File: src/rtl/multicycle_ctrl_pkg.sv
// Shared encodings for the multicycle RV32I controller: ALU op codes, opcodes,
// FSM state encodings and datapath mux select codes.
package ctrl_encode_def;

    typedef logic [4:0] alu_op_t;

    localparam alu_op_t ALUOP_ADD   = 5'd0;
    localparam alu_op_t ALUOP_SUB   = 5'd1;
    localparam alu_op_t ALUOP_SLL   = 5'd2;
    localparam alu_op_t ALUOP_SLT   = 5'd3;
    localparam alu_op_t ALUOP_SLTU  = 5'd4;
    localparam alu_op_t ALUOP_XOR   = 5'd5;
    localparam alu_op_t ALUOP_SRL   = 5'd6;
    localparam alu_op_t ALUOP_SRA   = 5'd7;
    localparam alu_op_t ALUOP_OR    = 5'd8;
    localparam alu_op_t ALUOP_AND   = 5'd9;
    localparam alu_op_t ALUOP_LUI   = 5'd10;
    localparam alu_op_t ALUOP_AUIPC = 5'd11;
    localparam alu_op_t ALUOP_JALR  = 5'd12;
    localparam alu_op_t ALUOP_BEQ   = 5'd13;
    localparam alu_op_t ALUOP_BNE   = 5'd14;
    localparam alu_op_t ALUOP_BLT   = 5'd15;
    localparam alu_op_t ALUOP_BGE   = 5'd16;
    localparam alu_op_t ALUOP_BLTU  = 5'd17;
    localparam alu_op_t ALUOP_BGEU  = 5'd18;

    localparam logic [6:0] OPC_OP     = 7'b0110011;
    localparam logic [6:0] OPC_OP_IMM = 7'b0010011;
    localparam logic [6:0] OPC_LUI    = 7'b0110111;
    localparam logic [6:0] OPC_AUIPC  = 7'b0010111;
    localparam logic [6:0] OPC_LOAD   = 7'b0000011;
    localparam logic [6:0] OPC_STORE  = 7'b0100011;
    localparam logic [6:0] OPC_BRANCH = 7'b1100011;
    localparam logic [6:0] OPC_JAL    = 7'b1101111;
    localparam logic [6:0] OPC_JALR   = 7'b1100111;

    typedef enum logic [3:0] {
        S_FETCH   = 4'd0,
        S_DECODE  = 4'd1,
        S_EXECUTE = 4'd2,
        S_ALUWB   = 4'd3,
        S_MEMADR  = 4'd4,
        S_MEMRD   = 4'd5,
        S_MEMWB   = 4'd6,
        S_MEMWR   = 4'd7,
        S_BRANCH  = 4'd8,
        S_JUMP    = 4'd9,
        S_HALT    = 4'd10
    } state_t;

    localparam logic [1:0] SRC_A_PC     = 2'd0;
    localparam logic [1:0] SRC_A_RS1    = 2'd1;
    localparam logic [1:0] SRC_A_OLD_PC = 2'd2;
    localparam logic [1:0] SRC_A_ZERO   = 2'd3;

    localparam logic [1:0] SRC_B_RS2  = 2'd0;
    localparam logic [1:0] SRC_B_FOUR = 2'd1;
    localparam logic [1:0] SRC_B_IMM  = 2'd2;

    localparam logic [1:0] PC_SRC_ALU    = 2'd0;
    localparam logic [1:0] PC_SRC_ALUOUT = 2'd1;
    localparam logic [1:0] PC_SRC_JALR   = 2'd2;

    localparam logic [1:0] WB_ALUOUT = 2'd0;
    localparam logic [1:0] WB_MDR    = 2'd1;
    localparam logic [1:0] WB_PC     = 2'd2;

    function automatic logic opcode_legal(input logic [6:0] opc);
        return (opc == OPC_OP)    || (opc == OPC_OP_IMM) || (opc == OPC_LUI)  ||
               (opc == OPC_AUIPC) || (opc == OPC_LOAD)   || (opc == OPC_STORE) ||
               (opc == OPC_BRANCH)|| (opc == OPC_JAL)    || (opc == OPC_JALR);
    endfunction

endpackage

File: src/rtl/multicycle_ctrl_if.sv
// Controller <-> datapath bundle: instruction/flag/handshake inputs and all
// control strobes and selects driven by the controller.
interface multicycle_ctrl_if #(parameter int ALUOP_W = 5);

    logic [31:0]        instr;
    logic               zero;
    logic               mem_ready;
    logic [ALUOP_W-1:0] ALUop;
    logic [1:0]         alu_src_a;
    logic [1:0]         alu_src_b;
    logic               pc_write;
    logic [1:0]         pc_src;
    logic               ir_write;
    logic               mem_read;
    logic               mem_write;
    logic               i_or_d;
    logic               reg_write;
    logic [1:0]         wb_sel;
    logic               illegal;
    logic [3:0]         state_o;

    modport master (
        input  instr, zero, mem_ready,
        output ALUop, alu_src_a, alu_src_b, pc_write, pc_src, ir_write,
               mem_read, mem_write, i_or_d, reg_write, wb_sel, illegal, state_o
    );

    modport slave (
        output instr, zero, mem_ready,
        input  ALUop, alu_src_a, alu_src_b, pc_write, pc_src, ir_write,
               mem_read, mem_write, i_or_d, reg_write, wb_sel, illegal, state_o
    );

endinterface

File: src/rtl/multicycle_ctrl_alu_op_dec.sv
// Combinational ALU operation decoder: (opcode, funct3, funct7[5]) -> ALU op,
// plus a flag saying whether funct3 names a real branch condition.
module alu_op_dec
    import ctrl_encode_def::*;
(
    input  logic [6:0] opcode,
    input  logic [2:0] funct3,
    input  logic       funct7_5,
    output alu_op_t    alu_op,
    output logic       branch_ok
);

    assign branch_ok = (funct3 != 3'b010) && (funct3 != 3'b011);

    always_comb begin
        alu_op = ALUOP_ADD;
        case (opcode)
            OPC_OP, OPC_OP_IMM: begin
                case (funct3)
                    // Immediate forms reuse bit 30 as immediate data except for shift-right.
                    3'b000: alu_op = (funct7_5 && opcode == OPC_OP) ? ALUOP_SUB : ALUOP_ADD;
                    3'b001: alu_op = ALUOP_SLL;
                    3'b010: alu_op = ALUOP_SLT;
                    3'b011: alu_op = ALUOP_SLTU;
                    3'b100: alu_op = ALUOP_XOR;
                    3'b101: alu_op = funct7_5 ? ALUOP_SRA : ALUOP_SRL;
                    3'b110: alu_op = ALUOP_OR;
                    default: alu_op = ALUOP_AND;
                endcase
            end
            OPC_LUI:   alu_op = ALUOP_LUI;
            OPC_AUIPC: alu_op = ALUOP_AUIPC;
            OPC_JALR:  alu_op = ALUOP_JALR;
            OPC_BRANCH: begin
                case (funct3)
                    3'b000:  alu_op = ALUOP_BEQ;
                    3'b001:  alu_op = ALUOP_BNE;
                    3'b100:  alu_op = ALUOP_BLT;
                    3'b101:  alu_op = ALUOP_BGE;
                    3'b110:  alu_op = ALUOP_BLTU;
                    3'b111:  alu_op = ALUOP_BGEU;
                    default: alu_op = ALUOP_ADD;
                endcase
            end
            default: alu_op = ALUOP_ADD;
        endcase
    end

endmodule

File: src/rtl/multicycle_ctrl.sv
// Multicycle RV32I control FSM driving the datapath muxes, strobes and ALU op.
// Latency: branch/jump 3, ALU/store 4, load 5 cycles, +1 per memory wait cycle.
// Backpressure: FETCH/MEMRD/MEMWR hold until mem_ready. CTRL_ILLEGAL_HALT_EN: illegal -> HALT.
module multicycle_ctrl
    import ctrl_encode_def::*;
#(
    parameter logic [3:0] RESET_STATE = 4'd0,
    parameter int         ALUOP_W     = 5
) (
    input  logic              clk,
    input  logic              rst,
    multicycle_ctrl_if.master ctrl
);

    state_t     state, state_nxt;
    logic [6:0] opcode;
    logic [2:0] funct3;
    logic       funct7_5;
    alu_op_t    dec_op;
    logic       branch_ok;
    logic       instr_legal;

    alu_op_t    alu_op;
    logic [1:0] src_a, src_b, pc_src, wb_sel;
    logic       pc_write, ir_write, mem_read, mem_write, i_or_d, reg_write, illegal;

    logic       unused_instr_bits;

    assign opcode   = ctrl.instr[6:0];
    assign funct3   = ctrl.instr[14:12];
    assign funct7_5 = ctrl.instr[30];
    assign unused_instr_bits = ^{ctrl.instr[31], ctrl.instr[29:15], ctrl.instr[11:7]};

    alu_op_dec u_alu_op_dec (
        .opcode    (opcode),
        .funct3    (funct3),
        .funct7_5  (funct7_5),
        .alu_op    (dec_op),
        .branch_ok (branch_ok)
    );

    assign instr_legal = opcode_legal(opcode) && ((opcode != OPC_BRANCH) || branch_ok);

    always_ff @(posedge clk) begin
        if (rst) state <= state_t'(RESET_STATE);
        else     state <= state_nxt;
    end

    always_comb begin
        state_nxt = state;
        alu_op    = ALUOP_ADD;
        src_a     = SRC_A_PC;
        src_b     = SRC_B_RS2;
        pc_write  = 1'b0;
        pc_src    = PC_SRC_ALU;
        ir_write  = 1'b0;
        mem_read  = 1'b0;
        mem_write = 1'b0;
        i_or_d    = 1'b0;
        reg_write = 1'b0;
        wb_sel    = WB_ALUOUT;
        illegal   = 1'b0;
        // Outputs are combinational, so reset must mask them to avoid a partial write.
        if (!rst) begin
            case (state)
                S_FETCH: begin
                    mem_read = 1'b1;
                    src_b    = SRC_B_FOUR;
                    if (ctrl.mem_ready) begin
                        pc_write  = 1'b1;
                        ir_write  = 1'b1;
                        state_nxt = S_DECODE;
                    end
                end
                S_DECODE: begin
                    src_a = SRC_A_OLD_PC;
                    src_b = SRC_B_IMM;
                    if (!instr_legal) begin
                        illegal = 1'b1;
`ifdef CTRL_ILLEGAL_HALT_EN
                        state_nxt = S_HALT;
`else
                        state_nxt = S_FETCH;
`endif
                    end else begin
                        case (opcode)
                            OPC_LOAD, OPC_STORE: state_nxt = S_MEMADR;
                            OPC_BRANCH:          state_nxt = S_BRANCH;
                            OPC_JAL, OPC_JALR:   state_nxt = S_JUMP;
                            default:             state_nxt = S_EXECUTE;
                        endcase
                    end
                end
                S_EXECUTE: begin
                    alu_op    = dec_op;
                    state_nxt = S_ALUWB;
                    case (opcode)
                        OPC_OP:    src_a = SRC_A_RS1;
                        OPC_LUI:   begin src_a = SRC_A_ZERO;   src_b = SRC_B_IMM; end
                        OPC_AUIPC: begin src_a = SRC_A_OLD_PC; src_b = SRC_B_IMM; end
                        default:   begin src_a = SRC_A_RS1;    src_b = SRC_B_IMM; end
                    endcase
                end
                S_ALUWB: begin
                    reg_write = 1'b1;
                    state_nxt = S_FETCH;
                end
                S_MEMADR: begin
                    src_a     = SRC_A_RS1;
                    src_b     = SRC_B_IMM;
                    state_nxt = (opcode == OPC_LOAD) ? S_MEMRD : S_MEMWR;
                end
                S_MEMRD: begin
                    mem_read = 1'b1;
                    i_or_d   = 1'b1;
                    if (ctrl.mem_ready) state_nxt = S_MEMWB;
                end
                S_MEMWB: begin
                    reg_write = 1'b1;
                    wb_sel    = WB_MDR;
                    state_nxt = S_FETCH;
                end
                S_MEMWR: begin
                    mem_write = 1'b1;
                    i_or_d    = 1'b1;
                    if (ctrl.mem_ready) state_nxt = S_FETCH;
                end
                S_BRANCH: begin
                    src_a     = SRC_A_RS1;
                    alu_op    = dec_op;
                    pc_write  = ctrl.zero;
                    pc_src    = PC_SRC_ALUOUT;
                    state_nxt = S_FETCH;
                end
                S_JUMP: begin
                    reg_write = 1'b1;
                    wb_sel    = WB_PC;
                    pc_write  = 1'b1;
                    state_nxt = S_FETCH;
                    if (opcode == OPC_JALR) begin
                        src_a  = SRC_A_RS1;
                        src_b  = SRC_B_IMM;
                        alu_op = dec_op;
                        pc_src = PC_SRC_JALR;
                    end else begin
                        pc_src = PC_SRC_ALUOUT;
                    end
                end
`ifdef CTRL_ILLEGAL_HALT_EN
                S_HALT: illegal = 1'b1;
`endif
                default: state_nxt = S_FETCH;
            endcase
        end
    end

    assign ctrl.ALUop     = ALUOP_W'(alu_op);
    assign ctrl.alu_src_a = src_a;
    assign ctrl.alu_src_b = src_b;
    assign ctrl.pc_write  = pc_write;
    assign ctrl.pc_src    = pc_src;
    assign ctrl.ir_write  = ir_write;
    assign ctrl.mem_read  = mem_read;
    assign ctrl.mem_write = mem_write;
    assign ctrl.i_or_d    = i_or_d;
    assign ctrl.reg_write = reg_write;
    assign ctrl.wb_sel    = wb_sel;
    assign ctrl.illegal   = illegal;
    assign ctrl.state_o   = state;

endmodule

File: src/flat_wrapper.sv
// flat-port wrapper written by rule: the top's interface ports become plain ports
module multicycle_ctrl_flat import ctrl_encode_def::*;
#(
    parameter logic [3:0] RESET_STATE = 4'd0,
    parameter int         ALUOP_W     = 5
)
  (clk, rst, ctrl_instr, ctrl_zero, ctrl_mem_ready, ctrl_ALUop, ctrl_alu_src_a, ctrl_alu_src_b, ctrl_pc_write, ctrl_pc_src, ctrl_ir_write, ctrl_mem_read, ctrl_mem_write, ctrl_i_or_d, ctrl_reg_write, ctrl_wb_sel, ctrl_illegal, ctrl_state_o);
  multicycle_ctrl_if #(.ALUOP_W(ALUOP_W)) ctrl_i ();
  input  logic clk;
  input  logic rst;
  input wire logic [$bits(ctrl_i.instr)-1:0] ctrl_instr;
  input wire logic [$bits(ctrl_i.zero)-1:0] ctrl_zero;
  input wire logic [$bits(ctrl_i.mem_ready)-1:0] ctrl_mem_ready;
  output wire logic [$bits(ctrl_i.ALUop)-1:0] ctrl_ALUop;
  output wire logic [$bits(ctrl_i.alu_src_a)-1:0] ctrl_alu_src_a;
  output wire logic [$bits(ctrl_i.alu_src_b)-1:0] ctrl_alu_src_b;
  output wire logic [$bits(ctrl_i.pc_write)-1:0] ctrl_pc_write;
  output wire logic [$bits(ctrl_i.pc_src)-1:0] ctrl_pc_src;
  output wire logic [$bits(ctrl_i.ir_write)-1:0] ctrl_ir_write;
  output wire logic [$bits(ctrl_i.mem_read)-1:0] ctrl_mem_read;
  output wire logic [$bits(ctrl_i.mem_write)-1:0] ctrl_mem_write;
  output wire logic [$bits(ctrl_i.i_or_d)-1:0] ctrl_i_or_d;
  output wire logic [$bits(ctrl_i.reg_write)-1:0] ctrl_reg_write;
  output wire logic [$bits(ctrl_i.wb_sel)-1:0] ctrl_wb_sel;
  output wire logic [$bits(ctrl_i.illegal)-1:0] ctrl_illegal;
  output wire logic [$bits(ctrl_i.state_o)-1:0] ctrl_state_o;
  assign ctrl_i.instr = ctrl_instr;
  assign ctrl_i.zero = ctrl_zero;
  assign ctrl_i.mem_ready = ctrl_mem_ready;
  assign ctrl_ALUop = ctrl_i.ALUop;
  assign ctrl_alu_src_a = ctrl_i.alu_src_a;
  assign ctrl_alu_src_b = ctrl_i.alu_src_b;
  assign ctrl_pc_write = ctrl_i.pc_write;
  assign ctrl_pc_src = ctrl_i.pc_src;
  assign ctrl_ir_write = ctrl_i.ir_write;
  assign ctrl_mem_read = ctrl_i.mem_read;
  assign ctrl_mem_write = ctrl_i.mem_write;
  assign ctrl_i_or_d = ctrl_i.i_or_d;
  assign ctrl_reg_write = ctrl_i.reg_write;
  assign ctrl_wb_sel = ctrl_i.wb_sel;
  assign ctrl_illegal = ctrl_i.illegal;
  assign ctrl_state_o = ctrl_i.state_o;
  multicycle_ctrl #(.RESET_STATE(RESET_STATE), .ALUOP_W(ALUOP_W)) u_core (.clk(clk), .rst(rst), .ctrl(ctrl_i));
endmodule
File: config.mk
export PLATFORM = sky130hd
export DESIGN_NAME = multicycle_ctrl_flat
export DESIGN_NICKNAME = d
export VERILOG_FILES = /design/src/rtl/multicycle_ctrl_pkg.sv /design/src/rtl/multicycle_ctrl_if.sv /design/src/rtl/multicycle_ctrl_alu_op_dec.sv /design/src/rtl/multicycle_ctrl.sv /design/src/flat_wrapper.sv
export SDC_FILE = /design/constraint.sdc
export NUM_CORES = 1
export LEC_CHECK = 0
export CORE_MARGIN = 2
export CORE_UTILIZATION = 34
export CTS_CLUSTER_DIAMETER = 60
export DETAILED_ROUTE_END_ITERATION = 10
export GPL_TIMING_DRIVEN = 0
export PLACE_DENSITY = 0.84
export SLEW_MARGIN = 25
export SYNTH_ARGS = -nofsm -noshare
export SYNTH_HDL_FRONTEND = slang
export SYNTH_SLANG_ARGS = --single-unit
File: constraint.sdc
create_clock -name clk -period 2.3 [get_ports clk]
set_clock_uncertainty 0.05 [all_clocks]
set_input_delay 0.46 -clock clk [delete_from_list [all_inputs] [get_ports clk]]
set_output_delay 0.46 -clock clk [all_outputs]
set_load 0.1 [all_outputs]
* Word-level counts from Yosys, hierarchy flattened
Cells that the tools add are included.
** Word-level totals
- Bits in writable memories :: 0
- Logic and storage cells :: 100
- Output and inout bits :: 24
- ROM bits :: 0
- Bits of input ports :: 36
- Bits in latches :: 0
- Register bits after elaboration :: 4
- Memories :: 0
** Cells by class
- Muxes and demuxes :: 44
- Divide/modulo/power cells :: 0
- Eq/ne operators :: 31
- $lt $le $gt $ge :: 0
- Add/sub/neg operators :: 0
- Shifts and indexed selects :: 0
- Multiply operators :: 0
- Bitwise logic cells :: 0
- Reduce and logical (&&, ||, !) cells :: 24
** Operators with widths (number)
- 5-bit case mux with 6 select lines :: 1
- 4-bit case mux with 7 select lines :: 1
- 5-bit case mux with 5 select lines :: 1
- 4-bit case mux with 6 select lines :: 1
- 7-bit by 6-bit equality test with 1-bit output (second input constant) :: 3
- 7-bit equality test (second input constant) :: 3
- 1-bit two-way mux :: 18
- 4-bit by 3-bit equality test with 1-bit output (second input constant) :: 4
- 2-bit two-way mux :: 8
- 4-bit two-way mux :: 4
- 2-bit case mux with 4 select lines :: 2
- 2-bit OR reduction :: 8
- 7-bit by 5-bit equality test with 1-bit output (second input constant) :: 2
- 3-bit equality test (second input constant) :: 4
- 2-bit case mux with 2 select lines :: 3
- 4-bit case mux with 3 select lines :: 1
- 5-bit two-way mux :: 2
- 5-bit case mux with 2 select lines :: 1
- 1-bit logical OR :: 9
- 4-bit by 2-bit equality test with 1-bit output (second input constant) :: 2
- 4-bit equality test (second input constant) :: 2
- 7-bit by 2-bit equality test with 1-bit output (second input constant) :: 1
- 7-bit inequality test (second input constant) :: 1
- 3-bit by 2-bit equality test with 1-bit output (second input constant) :: 2
- other kinds (10) :: 15

* Longest topological paths before layout
Gate-level depths: netlist of the first run.
- Depth after elaboration :: 13
- Gate-level depth with buffers :: 5
- Gate-level depth less buffers :: 4

* Modules after synthesis
A second synthesis of the first run with hierarchy kept.
** Unflattened totals
- Cell total of the unflattened synthesis :: 142
- Area total of the unflattened synthesis :: 959.7 um^2
** By module, submodules not included
- multicycle_ctrl :: area an instance 653.1 um^2, times used 1, cells each 98, seq. area each 80.1 um^2
- alu_op_dec :: area an instance 306.5 um^2, times used 1, cells each 44, seq. area each 0.0 um^2

* Least setup slack after synthesis of the first run
No wires, ideal clock.
- Path kind :: reg2out
- Start :: register u_core.state[0], in the netlist u_core.ctrl.state_o[0]
- End :: output ctrl_ALUop[4]
- Buffers on the path :: 1
- Data required time :: 1.790 ns
- Stages on the path, launching flop included :: 6
- Path slack :: -4.382 ns
- Data arrival time :: 6.172 ns
- Path through :: dfxtp_1 > clkbuf_1 > nand2b_1 > nor3_1 > a22oi_1 > nor3_1
** Between the ends
- Cells in the longest elaborated chain, start to end :: 4
- Elaborated cells between the ends (all ways) :: 6
- Classes of those cells :: eq/ne (3); mux (2); reduce/logical (1)
** RTL lines
- start: declaration :: line multicycle_ctrl.sv:15 : state_t state, state_nxt;
- start signal: assignment :: line multicycle_ctrl.sv:45 : if (rst) state <= state_t'(RESET_STATE);
- start signal: assignment :: line multicycle_ctrl.sv:46 : else state <= state_nxt;
- 4-bit equality test / 4-bit by 2-bit equality test with 1-bit output (equally long branches) :: line multicycle_ctrl.sv:65 : case (state)
- 2-bit OR reduction (no source line)
- 5-bit case mux with 2 select lines (*) :: line multicycle_ctrl.sv:65
- 5-bit two-way mux (*) :: line multicycle_ctrl.sv:64 : if (!rst) begin
- end: declaration :: line flat_wrapper.sv:14 : output wire logic [$bits(ctrl_i.ALUop)-1:0] ctrl_ALUop;
Every way passes the cells marked *; elsewhere a longest branch is shown, timed or not.

* Worst setup path in the final report of the first run
- Start :: input ctrl_instr[4]
- End :: output ctrl_alu_src_a[0]
** Between the ends
- Cells in the longest elaborated chain, start to end :: 4
- Elaborated cells between the ends (all ways) :: 7
- Classes of those cells :: eq/ne (3); mux (4)
** RTL lines
- start: declaration :: line flat_wrapper.sv:11 : input wire logic [$bits(ctrl_i.instr)-1:0] ctrl_instr;
- 7-bit by 5-bit equality test with 1-bit output, or another cell as far along :: line multicycle_ctrl.sv:97 : case (opcode)
- 2-bit case mux with 2 select lines / 1-bit two-way mux (equally long branches) :: line multicycle_ctrl.sv:97, multicycle_ctrl.sv:140
- 2-bit case mux with 4 select lines (*) :: line multicycle_ctrl.sv:65
- 2-bit two-way mux (*) :: line multicycle_ctrl.sv:64
- end: declaration :: line flat_wrapper.sv:15 : output wire logic [$bits(ctrl_i.alu_src_a)-1:0] ctrl_alu_src_a;
Marks and branches as above.

==> results.py, run 1 <==
metrics = {
    "timing": {
        "worstMarginPinSlew_ns": 0.9732,
        "setup_viol": 6,
        "slew_viol_final": 0,
        "worst_hold_slack_ns": 0.5765,
        "hold_violations": 0,
        "rsz0062_at_grt": "yes",
        "slew-limit-headroom_pct": 34.92,
        "fin_ws_ns": -0.1466,
        "finalCriticalPeriod_ns": 2.447,
        "clock.fmax_mhz": 408.7,
        "finalCritPeriodShare_pct": 106.4,
    },
    "layout": {
        "diodes": 0,
        "largest_reg_flops": 4,
        "drive_gt1_share_pct": 53.93,
        "ff_latch_area_um2": 95.09,
        "nFillCells": 162,
        "multiInputGateArea_um2": 932.1,
        "synthToLayoutAreaGrowth_pct": 117.3,
        "nets": 216,
    },
    "logic_synthesis": {
        "syn-cell-area_um2": 789.5,
        "syn_nets": 159,
        "yosysSeqAreaShare_pct": 10.14,
        "synth_top_flop_cell": "dfxtp_1",
        "ys_warn_count": 0,
        "synth_area_per_cell_um2": 6.419,
        "syn_inst": 123,
        "ys_seq_elements": 4,
        "synth_top_cell_by_area": "dfxtp_1",
        "synth-edff-count": 0,
        "synthTopCellsByArea": "dfxtp_1 (10%), a21oi_1 (8.9%), nor3_1 (5.7%)",
        "synthArstFlopShare_pct": 0,
        "synth_top_area_share_pct": 10.14,
        "synth_cell_types": 43,
    },
    "detailed_routing": {
        "ant_nets": 0,
        "post_drt_wl_per_cell_um": 16.09,
        "dr.pass1.iters": 4,
        "avgViaCountPerCell": 5.951,
        "drc": 0,
        "drt_iter0_drc": 38,
        "vias": 1226,
        "routed_wl_mm": 3.314,
    },
    "clock_network": {
        "cts_root_buf": "clkbuf_4",
        "numCtsBuffers": 3,
        "clock_path_buffers": 2,
        "clk_pin_slew_ns": 0.04,
        "clk_latency_ns": 0.23,
        "cts_tree": "yes",
        "numClockSinks": 4,
        "h-tree-depth": 1,
    },
    "power": {
        "p_per_area_nw_per_um2": 218.9,
        "leakagePower_uw": 0.0006422,
        "irDropWorstVdd_mv": 0.3509,
    },
    "global_route": {
        "grt_antenna_before_repair": 0,
        "grt_overflow_total": 0,
        "grt_usage_pct": 25.28,
        "grt_max_degree": 11,
        "grt_pass1_wl_mm": 5.292,
        "grt_pass1_vias": 1214,
    },
    "outcome": {
        "status": "finished, violations left",
        "violations": "negative setup slack",
    },
    "critical_path": {
        "cp-endpoint": "ctrl_alu_src_a[0]",
        "r2r_start": "u_core.ctrl.state_o[0]$_SDFFE_PP0P_",
        "rr_worst_depth": 5,
        "cp_max_fo": 3,
        "critPathMaxStageDelay_ns": 0.42,
        "end_kind": "output pin",
        "crit_start": "ctrl_instr[4]",
        "worstPathArrival_ns": 1.94,
        "rrSetupSlack_ns": 0.65,
        "r2r_end": "u_core.ctrl.state_o[3]$_SDFFE_PP0P_",
        "critPathRequiredTime_ns": 1.79,
        "cp_cell_sequence": "buf_8 -> nand4b_1 -> or3_4 -> a221o_1 -> a21oi_4 -> buf_12",
        "cpMaxStageDelayCell": "or3_4",
        "crit_type": "input port to output pin",
        "setup.worst_path.start_class": "input port",
    },
    "die": {
        "start_util_pct": 35.69,
        "dieArea_um2": 2723,
        "num_rows": 17,
        "ioPinCount": 60,
        "coreArea_um2": 2212,
        "die_y_um": 52.19,
        "dieWidth_um": 52.19,
    },
    "placement": {
        "portBuffers": 36,
        "dp_worst_setup_slack_ns": -1.654,
        "hpwl_mm": 2.282,
        "gp_routability_congestion": 0.9089,
    },
    "flow_run": {
        "maxCapViolations": 0,
    },
    "min_path": {
        "hold_path_depth": 4,
        "hp-class": "input port to register",
    },
}
-- stage by stage --
stage / area (um2) / util (%) / cells / TNS [ns] / power (uW)
floorplan: 1060 / - / 123 / -7.785 / 209.9
global placement: 1455 / 65.78 / 187 / -24.52 / 263.3
detailed placement: 1455 / 65.78 / 187 / -24.76 / 267.4
CTS: 1657 / 74.89 / 205 / -0.3972 / 367.6
global route: 1715 / 77.55 / 206 / -0.7945 / 393.6
finish: 1715 / 77.55 / 206 / -0.4763 / 375.4
-- placed cells by master (no fill, tap or decap), drive strengths merged, types with 2 or more instances in the layout --
master / netlist / final
nand4b: 2 / 2
nand3b: 3 / 3
a211oi: 3 / 3
nand2: 6 / 6
a21oi: 14 / 14
o31ai: 2 / 2
dfxtp: 4 / 4
clkdlybuf4s50: 0 / 6
o21ai: 6 / 6
xnor2: 2 / 2
nor2: 10 / 10
buf: 3 / 39
nor3: 9 / 9
clkdlybuf4s15: 0 / 2
inv: 6 / 6
and2: 3 / 3
or3: 4 / 4
nor4: 4 / 4
nand2b: 6 / 6
or2: 2 / 2
nor2b: 3 / 3
nor3b: 3 / 3
clkbuf: 7 / 16
a221o: 3 / 3
-- cells by family (layout without fill, tap and decap cells) --
family | Yosys count | after routing | synth area share [%]
DFF | 4 | 4 | 10.14
AOI/OAI and AO/OA | 39 | 39 | 32.65
xor gates and xnor gates | 3 | 3 | 3.329
buffers and inverters | 16 | 71 | 8.241
muxes | 1 | 1 | 1.268
and+or+nand+nor | 60 | 60 | 44.37
-- routing by layer --
metal  part of all wire [%]  up-vias  GRT usage, %
li1                       -      577             -
met1                     37      580         27.59
met2                     55       61         50.21
met3                    5.6        8         2.286
met4                    2.1        0         8.120
met5                      0        -             0
-- area by class of cell --
class / count / share of cell area (%)
multi-input combinational: 103 / 54.34
timing repair buffer: 52 / 31.15
sequential: 4 / 5.543
buffer: 10 / 4.303
tap: 28 / 2.042
clock buffer: 3 / 1.313
inverter: 6 / 1.313
-- synthesized netlist by cell type, types with 2 or more instances --
| cell type | instances |
|---|---|
| a21oi_1 | 14 |
| nor2_1 | 10 |
| nor3_1 | 9 |
| clkbuf_1 | 7 |
| inv_1 | 6 |
| nand2_1 | 6 |
| nand2b_1 | 6 |
| o21ai_0 | 6 |
| dfxtp_1 | 4 |
| nor4_1 | 4 |
| or3_1 | 4 |
| a211oi_1 | 3 |
| a221o_1 | 3 |
| nand3b_1 | 3 |
| nor2b_1 | 3 |
| nor3b_1 | 3 |
| and2_1 | 2 |
| nand4b_1 | 2 |
| o31ai_1 | 2 |
| or2_2 | 2 |
| xnor2_1 | 2 |
-- repair_timing --
| item | in CTS | in global routing |
|---|---|---|
| hold buffers | 0 | 0 |
| buffers inserted | 14 | 1 |
| gates cloned | 1 | 0 |
| resized for setup | 184 | 14 |
| endpoints found under the hold margin | 0 | 0 |
| pin swaps | 15 | 5 |
| setup endpoints to repair | 20 | 18 |
-- worst min path at each step --
stage,endpoint,slack [ns],start
4_1_cts,u_core.ctrl.state_o[3]$_SDFFE_PP0P_,0.56,ctrl_instr[4]
6_report,u_core.ctrl.state_o[3]$_SDFFE_PP0P_,0.58,ctrl_instr[4]
3_3_place_gp,u_core.ctrl.state_o[2]$_SDFFE_PP0P_,0.71,u_core.ctrl.state_o[1]$_SDFFE_PP0P_
5_1_grt,u_core.ctrl.state_o[3]$_SDFFE_PP0P_,0.59,ctrl_instr[4]
2_1_floorplan,u_core.ctrl.state_o[3]$_SDFFE_PP0P_,0.60,ctrl_instr[5]
3_5_place_dp,u_core.ctrl.state_o[2]$_SDFFE_PP0P_,0.71,u_core.ctrl.state_o[1]$_SDFFE_PP0P_
-- report_power, final --
group          switching (uW)  internal, uW  leakage, uW
Clock                    26.3          58.2    0.0000138
Sequential              0.980          67.3    0.0000355
Combinational             143          79.5     0.000593
-- critical path: cells and delay by family --
kind,cells,cell delay [ns]
simple gates,2,0.64
buf+inv,2,0.28
compound gates,2,0.55
(Power assumes the default switching activity.)
==> inputs of run 2 (changes only) <==
CORE_ASPECT_RATIO = 1.25   (was not set)
CTS_CLUSTER_DIAMETER = 40   (was 60)
==> results.py, run 2 (synthesized netlist as in run 1, its figures left out) <==
metrics = {
    "global_route": {
        "grt_util_met3_pct": 2.181,
        "grt_max_degree": 11,
        "grt.met2_usage_pct": 47.95,
        "grt_usage_pct": 25.41,
        "grt_pass1_vias": 1197,
        "grt_overflow_total": 0,
        "grt_pass1_wl_mm": 5.333,
        "top_usage_layer": "met2",
        "grt_antenna_before_repair": 0,
        "met1_usage_pct": 29.58,
    },
    "placement": {
        "hpwl_mm": 2.330,
        "portBuffers": 36,
        "dp_worst_setup_slack_ns": -1.670,
        "gp_routability_congestion": 0.9005,
        "post_dp_cell_area_um2": 1459,
    },
    "timing": {
        "worstMarginPinSlew_ns": 0.9672,
        "finalCritPeriodShare_pct": 106.2,
        "fin_tns_setup_ns": -0.5244,
        "slew_viol_final": 0,
        "setup_viol": 6,
        "finalCriticalPeriod_ns": 2.443,
        "fin_ws_ns": -0.1428,
        "rsz0062_at_grt": "yes",
        "hold_violations": 0,
        "slew-limit-headroom_pct": 35.32,
        "clock.fmax_mhz": 409.4,
    },
    "die": {
        "dieArea_um2": 2726,
        "start_util_pct": 35.71,
        "die_y_um": 57.88,
        "ioPinCount": 60,
        "dieWidth_um": 47.10,
        "coreArea_um2": 2211,
        "num_rows": 19,
    },
    "clock_network": {
        "clk_pin_slew_ns": 0.04,
        "numClockSinks": 4,
        "numCtsBuffers": 3,
        "cts_root_buf": "clkbuf_4",
        "clk_latency_ns": 0.23,
        "clock_path_buffers": 2,
        "cts_hold_buf": 0,
        "cts_tree": "yes",
        "h-tree-depth": 1,
    },
    "critical_path": {
        "cp_max_fo": 4,
        "worstPathArrival_ns": 1.93,
        "cp_cell_sequence": "buf_8 -> nand3b_1 -> or4_4 -> or3_4 -> a31oi_4 -> buf_12",
        "end_kind": "output pin",
        "path_delay_family": "simple AND/OR/NAND/NOR gates",
        "critPathRequiredTime_ns": 1.79,
        "crit_type": "input port to output pin",
        "cp_num_buf_inv": 2,
        "setup.worst_path.start_class": "input port",
        "critPathMaxStageDelay_ns": 0.45,
        "cpMaxStageDelayCell": "or4_4",
    },
    "power": {
        "leakagePower_uw": 0.0006664,
        "p_per_area_nw_per_um2": 216.9,
        "irDropWorstVdd_mv": 0.3900,
        "p_total_uw": 383.4,
    },
    "outcome": {
        "status": "finished, violations left",
        "violations": "negative setup slack",
    },
    "layout": {
        "diodes": 0,
        "final_common_cell": "buf_4",
        "synthToLayoutAreaGrowth_pct": 123.9,
        "drive_gt1_share_pct": 56.67,
        "nets": 218,
        "largest_reg_flops": 4,
        "final_cell_mix": "buf_4 (19), nor2_1 (9), buf_12 (9)",
        "fin_area_um2": 1768,
    },
    "min_path": {
        "hp-class": "input port to register",
    },
    "detailed_routing": {
        "vias": 1219,
        "dr.pass1.iters": 4,
        "routed_wl_mm": 3.419,
        "drc": 0,
        "drt_iter0_drc": 30,
        "post_drt_wl_per_cell_um": 16.20,
        "ant_nets": 0,
        "avgViaCountPerCell": 5.777,
    },
    "flow_run": {
        "maxCapViolations": 0,
    },
}
-- run 2: cell count changes in the layout (fill, tap and decap cells not counted), sizes merged --
cell	change
clkbuf	-1
clkdlybuf4s15	-1
buf	+3
dlygate4sd2	+1
-- run 2: worst paths after layout --
kind / from / endpoint / slack (ns) / cells past startpoint
setup / recovery: ctrl_instr[4] / ctrl_ALUop[0] / -0.14 / 6
hold / removal: ctrl_instr[0] / u_core.ctrl.state_o[3]$_SDFFE_PP0P_ / 0.48 / 3
setup reg to reg: u_core.ctrl.state_o[0]$_SDFFE_PP0P_ / u_core.ctrl.state_o[3]$_SDFFE_PP0P_ / 0.65 / 5
hold reg to reg: u_core.ctrl.state_o[3]$_SDFFE_PP0P_ / u_core.ctrl.state_o[0]$_SDFFE_PP0P_ / 0.68 / 2
-- run 2: final cells by class --
type / count / area (um2)
clock buffers: 3 / 22.52
repair buffers: 54 / 555.5
fillers: 152 / 442.9
well taps: 31 / 38.79
flip-flops and latches: 4 / 95.09
multi-input cells: 103 / 959.7
inverters: 6 / 22.52
plain buffers: 10 / 73.82
-- run 2: what timing repair did --
item                       CTS  global route
pin swaps                   13             8
buffers inserted            13             5
gates resized for setup    186            21
setup endpoints to repair   20            14
-- run 2: per-stage QoR --
stage | hold WS [ns] | util [%] | instances
after floorplan | 0.6043 | - | 123
after global placement | 0.7089 | 65.99 | 190
after detailed placement | 0.7066 | 65.99 | 190
after CTS | 0.4779 | 74.76 | 206
after global routing | 0.4969 | 79.97 | 211
final | 0.4845 | 79.97 | 211
-- run 2: worst register-to-register path: stages (launching register included) --
cell      delay (ns)
dfxtp_4         0.33
clkbuf_8        0.15
nand2b_4        0.08
or3_1           0.41
nor2_1          0.20
nor4b_1         0.31
-- run 2: power breakdown --
group / total [uW] / switching (uW) / internal (uW)
Clock: 84.9 / 26.6 / 58.3
Sequential: 68.1 / 0.899 / 67.2
Combinational: 230 / 146 / 84.0
-- run 2: routing by layer --
metal / routed length [um] / share of wire (%)
met5: 0 / 0
met4: 31 / 0.91
met3: 131 / 3.8
met2: 2012 / 59
met1: 1243 / 36
==> inputs of run 3 (changes only) <==
MAX_ROUTING_LAYER = met4   (was not set)
==> results.py, run 3 (synthesized netlist as in run 1, its figures left out) <==
metrics = {
    "die": {
        "dieWidth_um": 47.10,
        "ioPinCount": 60,
        "dieArea_um2": 2726,
        "die_y_um": 57.88,
        "num_rows": 19,
        "start_util_pct": 35.71,
        "coreArea_um2": 2211,
    },
    "timing": {
        "finalCritPeriodShare_pct": 107.4,
        "worstMarginPinSlew_ns": 0.9654,
        "slew_viol_final": 0,
        "fin_ws_ns": -0.1691,
        "slew-limit-headroom_pct": 35.44,
        "hold_violations": 0,
        "rsz0062_at_grt": "yes",
        "setup_viol": 8,
        "clock.fmax_mhz": 405.0,
        "finalCriticalPeriod_ns": 2.469,
    },
    "placement": {
        "dp_worst_setup_slack_ns": -1.682,
        "portBuffers": 36,
        "hpwl_mm": 2.299,
        "gp_routability_congestion": 0.9095,
        "dp.cells": 190,
    },
    "critical_path": {
        "critPathMaxStageDelay_ns": 0.46,
        "setup.worst_path.start_class": "input port",
        "crit_type": "input port to output pin",
        "cp-endpoint": "ctrl_ALUop[0]",
        "cp_max_fo": 5,
        "r2r_start": "u_core.ctrl.state_o[0]$_SDFFE_PP0P_",
        "cpMaxStageDelayCell": "or4_4",
        "crit_start": "ctrl_instr[4]",
        "rr_worst_depth": 5,
        "critPathRequiredTime_ns": 1.79,
        "worstPathArrival_ns": 1.96,
        "end_kind": "output pin",
        "rrSetupSlack_ns": 0.68,
        "cp_cell_sequence": "buf_8 -> nand3b_1 -> or4_4 -> or3_4 -> a31oi_4 -> buf_12",
        "r2r_end": "u_core.ctrl.state_o[3]$_SDFFE_PP0P_",
    },
    "layout": {
        "nFillCells": 153,
        "diodes": 0,
        "final_cell_mix": "buf_4 (13), buf_2 (10), buf_12 (10)",
        "final_cells": 207,
        "drive_gt1_share_pct": 54.55,
        "largest_reg_flops": 4,
        "nets": 214,
        "synthToLayoutAreaGrowth_pct": 118.9,
        "final_common_cell": "buf_4",
    },
    "clock_network": {
        "h-tree-depth": 1,
        "clk_latency_ns": 0.23,
        "cts_tree": "yes",
        "clk_pin_slew_ns": 0.03,
        "numClockSinks": 4,
        "numCtsBuffers": 3,
        "cts_root_buf": "clkbuf_4",
        "clock_path_buffers": 2,
    },
    "power": {
        "irDropWorstVdd_mv": 0.2949,
        "p_per_area_nw_per_um2": 216.4,
        "switching_share_pct": 45.73,
        "p_comb_share_pct": 59.8,
        "net-switching-power_uw": 171.0,
        "p_total_uw": 374.0,
        "p_int_uw": 202.9,
        "p_clk_share_pct": 22.0,
        "leakagePower_uw": 0.0006432,
        "p_seq_share_pct": 18.2,
    },
    "global_route": {
        "grt_pass1_wl_mm": 5.444,
        "grt_overflow_total": 0,
        "grt_pass1_vias": 1238,
        "grt_max_degree": 11,
        "grt_antenna_before_repair": 0,
        "grt_usage_pct": 27.38,
    },
    "detailed_routing": {
        "dr.pass1.iters": 4,
        "avgViaCountPerCell": 5.937,
        "routed_wl_mm": 3.465,
        "drc": 0,
        "drt_iter0_drc": 26,
        "vias": 1229,
        "post_drt_wl_per_cell_um": 16.74,
        "ant_nets": 0,
    },
    "flow_run": {
        "maxCapViolations": 0,
    },
    "min_path": {
        "hp-class": "input port to register",
    },
    "outcome": {
        "status": "finished, violations left",
        "violations": "negative setup slack",
    },
}
[run 3: cell type report]
| type | count | area, um2 | area share, % |
|---|---|---|---|
| tap | 31 | 38.79 | 2.245 |
| multi-input combinational | 103 | 952.2 | 55.10 |
| timing repair buffer | 50 | 523.0 | 30.27 |
| clock buffer | 3 | 22.52 | 1.303 |
| inverter | 6 | 22.52 | 1.303 |
| buffer | 10 | 73.82 | 4.272 |
| sequential | 4 | 95.09 | 5.503 |
[run 3: worst min-delay path by stage]
stage	startpoint	to	slack [ns]	cells past startpoint
finish	ctrl_instr[0]	u_core.ctrl.state_o[3]$_SDFFE_PP0P_	0.62	4
global route	ctrl_instr[0]	u_core.ctrl.state_o[3]$_SDFFE_PP0P_	0.63	4
CTS	ctrl_instr[0]	u_core.ctrl.state_o[3]$_SDFFE_PP0P_	0.60	4
detailed placement	u_core.ctrl.state_o[1]$_SDFFE_PP0P_	u_core.ctrl.state_o[2]$_SDFFE_PP0P_	0.71	3
global placement	u_core.ctrl.state_o[1]$_SDFFE_PP0P_	u_core.ctrl.state_o[2]$_SDFFE_PP0P_	0.71	3
floorplan	ctrl_instr[5]	u_core.ctrl.state_o[3]$_SDFFE_PP0P_	0.60	2
[run 3: routing by layer]
metal	part of all wire (%)	up-vias	GRT usage (%)
li1	-	572	-
met1	36	600	27.53
met2	58	43	47.95
met3	2.7	14	4.361
met4	3.2	0	14.68
met5	0	-	-
[run 3: power by group through the flow]
stage               Clock (uW)  Sequential, uW  Combinational, uW
global route              91.3            68.2                234
global placement             0            69.3                194
CTS                       86.9            68.2                212
finish                    82.1            68.2                224
floorplan                    0            78.5                131
detailed placement           0            69.3                198
[run 3: through the flow]
step           area (um2)  hold slack [ns]  utilization, %  setup TNS (ns)
3_5_place_dp         1459           0.7076           65.99          -24.88
3_3_place_gp         1459           0.7083           65.99          -24.64
5_1_grt              1728           0.6346           78.16         -0.7132
2_1_floorplan        1060           0.6043               -          -7.785
4_1_cts              1652           0.6023           74.70         -0.2809
6_report             1728           0.6178           78.16         -0.5173
[run 3: timing repair]
action	in CTS	in global routing
hold buffers	0	0
pin swaps	13	8
setup endpoints to repair	20	17
cloned	1	0
gates resized for setup	186	16
buffers inserted	10	3
[run 3: worst max-delay path, delay by kind of cell]
kind | cells | cell delay [ns]
buffers and inverters | 2 | 0.29
and+or+nand+nor | 3 | 1.03
AOI/OAI and AO/OA | 1 | 0.16
